==> config.mk <==
export PLATFORM = sky130hd
export DESIGN_NAME = fwd_sched_flat
export DESIGN_NICKNAME = d
export VERILOG_FILES = /design/src/rtl/fwd_sched_if.sv /design/src/rtl/fwd_sched.sv /design/src/flat_wrapper.sv
export SDC_FILE = /design/constraint.sdc
export NUM_CORES = 1
export LEC_CHECK = 0
export CELL_PAD_IN_SITES_DETAIL_PLACEMENT = 0
export CELL_PAD_IN_SITES_GLOBAL_PLACEMENT = 1
export CORE_UTILIZATION = 41
export DETAILED_ROUTE_END_ITERATION = 10
export HOLD_SLACK_MARGIN = 0.12
export PLACE_DENSITY_LB_ADDON = 0.1
export SKIP_CTS_REPAIR_TIMING = 1
export SYNTH_ARGS = -nofsm -noshare
export SYNTH_HDL_FRONTEND = slang
export SYNTH_SLANG_ARGS = --single-unit
export TNS_END_PERCENT = 100
==> constraint.sdc <==
create_clock -name clka -period 2.97 [get_ports clka]
set_clock_uncertainty 0.2 [all_clocks]
set_input_delay 0.594 -clock clka [delete_from_list [all_inputs] [get_ports clka]]
set_output_delay 0.594 -clock clka [all_outputs]
set_load 0.02 [all_outputs]
==> src/rtl/fwd_sched_if.sv <==
// fwd_sched_if: request/abort inputs and schedule outputs of the forward-pass scheduler
//   go, abort                  : inference request / cancel (driven by the requester)
//   start_0, start_1           : stream-request pulses to the weight store
//   row_valid_x, row_idx_x     : current row of layer x is on the weight bus
//   last_x                     : final row of layer x
//   acc_clr, busy, done        : accumulator clear, activity flag, completion pulse
interface fwd_sched_if;
    logic       go;
    logic       abort;
    logic       start_0;
    logic       start_1;
    logic       row_valid_0;
    logic       row_valid_1;
    logic [9:0] row_idx_0;
    logic [6:0] row_idx_1;
    logic       last_0;
    logic       last_1;
    logic       acc_clr;
    logic       busy;
    logic       done;
    modport master (
        input  go, abort,
        output start_0, start_1, row_valid_0, row_valid_1, row_idx_0, row_idx_1,
               last_0, last_1, acc_clr, busy, done
    );
    modport slave (
        output go, abort,
        input  start_0, start_1, row_valid_0, row_valid_1, row_idx_0, row_idx_1,
               last_0, last_1, acc_clr, busy, done
    );
endinterface

==> src/rtl/fwd_sched.sv <==
// fwd_sched: sequences the layer-0 and layer-1 weight streams of one inference
//   clka  : clock
//   rst_n : asynchronous active-low reset
//   bus   : fwd_sched_if master (go/abort in, start/row/last/acc_clr/busy/done out)
module fwd_sched #(
    parameter int L0_ROWS = 784,
    parameter int L1_ROWS = 128,
    parameter int GAP     = 2
) (
    input  logic clka,
    input  logic rst_n,
    fwd_sched_if.master bus
);
    localparam int MR = L0_ROWS > L1_ROWS ? (L0_ROWS > 16 ? L0_ROWS : 16) : (L1_ROWS > 16 ? L1_ROWS : 16);
    localparam int CW = $clog2(MR + 1);
    localparam logic [CW-1:0] LAST0 = CW'(L0_ROWS - 1);
    localparam logic [CW-1:0] LAST1 = CW'(L1_ROWS - 1);
    localparam logic [CW-1:0] GLAST = CW'(GAP - 1);

    typedef enum logic [2:0] {IDLE, L0_ISSUE, L0_RUN, GAP_WAIT, L1_ISSUE, L1_RUN, FIN, FLUSH} state_t;

    state_t        state, nstate;
    logic [CW-1:0] cnt, ncnt;
    logic          fl1, nfl1;
    logic          v0, v1;

    // The counter keeps running through FLUSH so the store's stream is
    // allowed to drain before a new start pulse can be issued.
    always_comb begin
        nstate = state;
        ncnt   = '0;
        nfl1   = fl1;
        case (state)
            IDLE:     nstate = bus.go ? L0_ISSUE : IDLE;
            L0_ISSUE: nstate = L0_RUN;
            L0_RUN: begin
                nfl1 = 1'b0;
                ncnt = cnt + 1'b1;
                if (bus.abort) nstate = FLUSH;
                else if (cnt == LAST0) begin
                    nstate = GAP_WAIT;
                    ncnt   = '0;
                end
            end
            GAP_WAIT: begin
                ncnt = cnt + 1'b1;
                if (bus.abort) begin
                    nstate = IDLE;
                    ncnt   = '0;
                end else if (cnt == GLAST) begin
                    nstate = L1_ISSUE;
                    ncnt   = '0;
                end
            end
            L1_ISSUE: nstate = L1_RUN;
            L1_RUN: begin
                nfl1 = 1'b1;
                ncnt = cnt + 1'b1;
                if (bus.abort) nstate = FLUSH;
                else if (cnt == LAST1) begin
                    nstate = FIN;
                    ncnt   = '0;
                end
            end
            FIN: nstate = IDLE;
            FLUSH: begin
                ncnt = cnt + 1'b1;
                if (cnt >= (fl1 ? LAST1 : LAST0)) begin
                    nstate = IDLE;
                    ncnt   = '0;
                end
            end
            default: nstate = IDLE;
        endcase
    end

    assign v0 = nstate == L0_RUN;
    assign v1 = nstate == L1_RUN;

    always_ff @(posedge clka or negedge rst_n) begin
        if (!rst_n) begin
            state           <= IDLE;
            cnt             <= '0;
            fl1             <= 1'b0;
            bus.start_0     <= 1'b0;
            bus.start_1     <= 1'b0;
            bus.row_valid_0 <= 1'b0;
            bus.row_valid_1 <= 1'b0;
            bus.row_idx_0   <= '0;
            bus.row_idx_1   <= '0;
            bus.last_0      <= 1'b0;
            bus.last_1      <= 1'b0;
            bus.acc_clr     <= 1'b0;
            bus.busy        <= 1'b0;
            bus.done        <= 1'b0;
        end else begin
            state           <= nstate;
            cnt             <= ncnt;
            fl1             <= nfl1;
            bus.start_0     <= nstate == L0_ISSUE;
            bus.start_1     <= nstate == L1_ISSUE;
            bus.row_valid_0 <= v0;
            bus.row_valid_1 <= v1;
            bus.row_idx_0   <= v0 ? 10'(ncnt) : '0;
            bus.row_idx_1   <= v1 ? 7'(ncnt) : '0;
            bus.last_0      <= v0 && ncnt == LAST0;
            bus.last_1      <= v1 && ncnt == LAST1;
            bus.acc_clr     <= nstate == L0_ISSUE || nstate == L1_ISSUE;
            bus.busy        <= nstate != IDLE;
            bus.done        <= nstate == FIN;
        end
    end
endmodule

==> src/flat_wrapper.sv <==
// flat-port wrapper written by rule: the top's interface ports become plain ports
module fwd_sched_flat 
#(
    parameter int L0_ROWS = 784,
    parameter int L1_ROWS = 128,
    parameter int GAP     = 2
)
  (clka, rst_n, bus_go, bus_abort, bus_start_0, bus_start_1, bus_row_valid_0, bus_row_valid_1, bus_row_idx_0, bus_row_idx_1, bus_last_0, bus_last_1, bus_acc_clr, bus_busy, bus_done);
  fwd_sched_if bus_i ();
  input  logic clka;
  input  logic rst_n;
  input wire logic [$bits(bus_i.go)-1:0] bus_go;
  input wire logic [$bits(bus_i.abort)-1:0] bus_abort;
  output wire logic [$bits(bus_i.start_0)-1:0] bus_start_0;
  output wire logic [$bits(bus_i.start_1)-1:0] bus_start_1;
  output wire logic [$bits(bus_i.row_valid_0)-1:0] bus_row_valid_0;
  output wire logic [$bits(bus_i.row_valid_1)-1:0] bus_row_valid_1;
  output wire logic [$bits(bus_i.row_idx_0)-1:0] bus_row_idx_0;
  output wire logic [$bits(bus_i.row_idx_1)-1:0] bus_row_idx_1;
  output wire logic [$bits(bus_i.last_0)-1:0] bus_last_0;
  output wire logic [$bits(bus_i.last_1)-1:0] bus_last_1;
  output wire logic [$bits(bus_i.acc_clr)-1:0] bus_acc_clr;
  output wire logic [$bits(bus_i.busy)-1:0] bus_busy;
  output wire logic [$bits(bus_i.done)-1:0] bus_done;
  assign bus_i.go = bus_go;
  assign bus_i.abort = bus_abort;
  assign bus_start_0 = bus_i.start_0;
  assign bus_start_1 = bus_i.start_1;
  assign bus_row_valid_0 = bus_i.row_valid_0;
  assign bus_row_valid_1 = bus_i.row_valid_1;
  assign bus_row_idx_0 = bus_i.row_idx_0;
  assign bus_row_idx_1 = bus_i.row_idx_1;
  assign bus_last_0 = bus_i.last_0;
  assign bus_last_1 = bus_i.last_1;
  assign bus_acc_clr = bus_i.acc_clr;
  assign bus_busy = bus_i.busy;
  assign bus_done = bus_i.done;
  fwd_sched #(.L0_ROWS(L0_ROWS), .L1_ROWS(L1_ROWS), .GAP(GAP)) u_core (.clka(clka), .rst_n(rst_n), .bus(bus_i));
endmodule
==> implementation parameters <==
Parameter                              Value

Synth
  Number of instances in the synthesized netlist    177
  Simple-gate area share of the yosys netlist    28.44%
  Syn_nets    188
  Post-Synth Adder-Cell Area    4.566%
  Count of distinct cell types in the synthesized netlist    44
  Number of flip-flops and latches in the synthesized netlist    40
  Post-synthesis share of cell area spent on xor and xnor gates    3.196%
  Multiplexer fraction of the synthesized cell area    1.174%
  Sequential fraction of the synthesis area    52.19%
  Leading register cell type out of synthesis    sky130_fd_sc_hd__dfrtp_1
  Compound-gate portion of the synthesized area    5.219%
  Main combinational cell family by area after synthesis    simple AND/OR/NAND/NOR gates
  Share of synthesized flip-flops with an asynchronous set or reset    100.0%
  Average instance area after synthesis    10.84 um^2
  Post-synthesis instance area    1918 um^2
  Number of synthesis warnings    0
  Post-synth EDFFs    0

Timing
  Measured slew at the worst slew-check pin    0.8647 ns
  Number of endpoints failing setup at the final stage    0
  Fin crit share    90.98%
  Total Neg Setup Slack    0 ns
  Tightest slew margin relative to the limit    42.35%
  Hold violation total from the final report    0
  Highest Clock Rate    370.1 MHz
  Max-slew violation count    0
  Setup repair after global routing missed its margin    no
  Clock period minus final worst setup slack    2.702 ns
  Post-Route Hold Slack    0.1996 ns

Clock tree
  Post-CTS clock slew at the launch and capture registers of the worst setup and hold paths    0.08 ns
  Number of sinks on the clock net    40
  Bufs on Longest Clock Path    2
  Clock insertion delay at the later pin of the skew report    0.30 ns
  CTS H-tree depth    2
  CTS tree    yes
  Master cell of the clock root buffer    sky130_fd_sc_hd__clkbuf_8
  Number of buffers inserted during clock tree synthesis    5

Routing
  Routed WL per cell    15.63 um
  Number of DRC violations after detailed-routing iteration 0    62
  Number of remaining DRC errors    0
  Via density    5.352
  Routed via count    1397
  DRT Pass-1 Iters    4
  DRT Wirelength    4080 um
  Number of nets with antenna violations after routing    0

GRT
  Number of antenna violations at the first check in global routing    0
  Via count of the first global-routing pass    1463
  First-pass GRT wire length    7127 um
  Largest net degree at the start of global routing    41
  Aggregate global-route resource usage    18.76%
  Remaining global-route overflow    0

Setup path
  CP Launch Type    register
  Critical-path cell list    inv_1 > ha_1 > a21o_1 > a31oi_4 > o211ai_2 > nor4b_4 > or3_1 > nor4_4
  Number of buffers and inverters on the critical path    1
  Largest stage delay on the critical path    0.56 ns
  Required time worst endpoint    2.97 ns
  Crit path depth    8
  Maximum fanout along the worst path    9
  Cell type group with the largest total delay on the critical path    simple AND/OR/NAND/NOR gates
  Worst EP arrival    2.71 ns
  Slack of the worst reg-to-reg path    0.27 ns
  Crit path kind    register to register
  Slowest cell on the critical path    sky130_fd_sc_hd__or3_1
  Kind of capture point of the worst setup path    register
  Depth of the worst register-to-register path    8

Layout
  Commonest non-fill, non-tap cells in the layout    sky130_fd_sc_hd__dfrtp_1, sky130_fd_sc_hd__clkdlybuf4s50_1, sky130_fd_sc_hd__nor2_1
  Non-filler cells, final    261
  Antenna Diode Count    0
  Layout cell share with drive strength beyond 1    12.92%
  Final nets    220
  Most frequent standard cell in the layout excluding fill and tap cells    sky130_fd_sc_hd__dfrtp_1
  Post-synthesis to final-layout area growth    21.40%

Power and ir drop
  Tot Pwr    1.782 mW
  Pwr dens    765.1 nW/um^2
  Leakage component of the power    1.090 nW
  VDD IR-drop max    0.0002982 V

Floorplanning
  Die footprint    4955 um^2
  Standard-cell rows    24
  Starting utilization of the core area    43.45%
  Area inside the core boundary    4414 um^2
  Ports placed on the boundary    30
  Horizontal extent of the die    70.40 um
  Die extent in y    70.40 um

Placement
  Final Wtd Congestion    0.8607
  Count of placed standard cells including taps    254
  Buffers on Ports    29
  Total half-perimeter wirelength after legalization and detailed placement    2958 um

Worst hold path
  Kind of path behind the tightest hold check    input pin to asynchronous set/reset pin

Run
  Max capacitance violation total    0

Status
  Status    complete, no violations
==> final timing paths <==
kind                                     from                 to
worst min-delay path                    rst_n         u_core.fl1
worst min register to register  u_core.cnt[0]      u_core.cnt[0]
min in group clka               u_core.cnt[0]      u_core.cnt[0]
max in group asynchronous               rst_n      u_core.cnt[4]
worst max register to register     u_core.fl1  u_core.bus.last_1
worst max-delay path               u_core.fl1  u_core.bus.last_1
==> synthesized netlist by cell type, types with 2 or more instances <==
| master | count | share of area (%) |
|---|---|---|
| sky130_fd_sc_hd__nor4_1 | 3 | 0.98 |
| sky130_fd_sc_hd__nand4_1 | 4 | 1.3 |
| sky130_fd_sc_hd__nand2b_1 | 2 | 0.65 |
| sky130_fd_sc_hd__nor2b_1 | 3 | 0.98 |
| sky130_fd_sc_hd__ha_1 | 7 | 4.6 |
| sky130_fd_sc_hd__and3_1 | 4 | 1.3 |
| sky130_fd_sc_hd__buf_6 | 2 | 1.2 |
| sky130_fd_sc_hd__nand4b_1 | 3 | 1.4 |
| sky130_fd_sc_hd__buf_2 | 5 | 1.3 |
| sky130_fd_sc_hd__o21ai_0 | 3 | 0.78 |
| sky130_fd_sc_hd__nand2_1 | 9 | 1.8 |
| sky130_fd_sc_hd__nor3_2 | 2 | 1.0 |
| sky130_fd_sc_hd__inv_1 | 13 | 2.5 |
| sky130_fd_sc_hd__nor3b_1 | 3 | 1.2 |
| sky130_fd_sc_hd__a31oi_1 | 3 | 0.98 |
| sky130_fd_sc_hd__or2_2 | 4 | 1.3 |
| sky130_fd_sc_hd__dfrtp_1 | 40 | 52 |
| sky130_fd_sc_hd__nor3_1 | 10 | 2.6 |
| sky130_fd_sc_hd__nor2_1 | 18 | 3.5 |
| sky130_fd_sc_hd__or3_1 | 2 | 0.65 |
| sky130_fd_sc_hd__nand3b_1 | 2 | 0.78 |
| sky130_fd_sc_hd__mux2_2 | 2 | 1.2 |
| sky130_fd_sc_hd__nand3_1 | 7 | 1.8 |
| sky130_fd_sc_hd__xnor2_1 | 6 | 2.7 |
==> metrics by stage <==
step / cell area (um^2) / util, % / setup WS [ns]
floorplan: 1918 / - / 0.5431
global placement: 2247 / 50.91 / 0.1455
detailed placement: 2247 / 50.91 / 0.03144
CTS: 2328 / 52.75 / 0.2334
global route: 2328 / 52.75 / 0.07662
finish: 2328 / 52.75 / 0.2678
==> state kept, by name (all words and copies together), names as in the netlist <==
signal / flops
u_core.bus.last_1: 1
u_core.cnt: 10
u_core.bus.row_idx_0: 10
u_core.bus.start_0: 1
u_core.bus.done: 1
u_core.bus.start_1: 1
u_core.fl1: 1
u_core.bus.acc_clr: 1
u_core.bus.row_valid_0: 1
u_core.state: 3
u_core.bus.row_idx_1: 7
u_core.bus.last_0: 1
u_core.bus.row_valid_1: 1
u_core.bus.busy: 1
==> worst register-to-register path, stage by stage, from the launching register on <==
cell and delay [ns]:
sky130_fd_sc_hd__dfrtp_1 0.41, sky130_fd_sc_hd__inv_1 0.12, sky130_fd_sc_hd__ha_1 0.36, sky130_fd_sc_hd__a21o_1 0.20, sky130_fd_sc_hd__a31oi_4 0.15, sky130_fd_sc_hd__o211ai_2 0.15, sky130_fd_sc_hd__nor4b_4 0.18, sky130_fd_sc_hd__or3_1 0.56
sky130_fd_sc_hd__nor4_4 0.28
==> cell type report <==
cell class              count  area [um^2]
clock buffers               5        68.82
well taps                  52        65.06
fillers                   409         2086
flip-flops and latches     40         1001
multi-input cells         116        817.0
repair buffers             33        315.3
inverters                  13        48.80
clock inverters             2        12.51
==> per-layer routing <==
metal	vias to the layer above	global-route usage [%]	share of wire, %
met4	0	7.111	1.1
li1	674	-	-
met5	-	0	0
met1	686	23.60	44
met3	6	4.040	3.8
met2	31	31.43	51
==> where the power goes <==
part	internal, mW	leakage [nW]	total, mW	switching [mW]
Sequential	0.625	0.543	0.721	0.0958
Clock	0.159	0.0400	0.351	0.192
Combinational	0.305	0.507	0.709	0.405
==> kinds of logic after synthesis <==
logic type,Yosys count
AO/OA/AOI/OAI,12
XOR/XNOR,7
adder cells (fa/ha/maj),7
buffers and inverters,21
flip-flops,40
multiplexers,2
AND/OR/NAND/NOR,88
(Power assumes the default switching activity.)
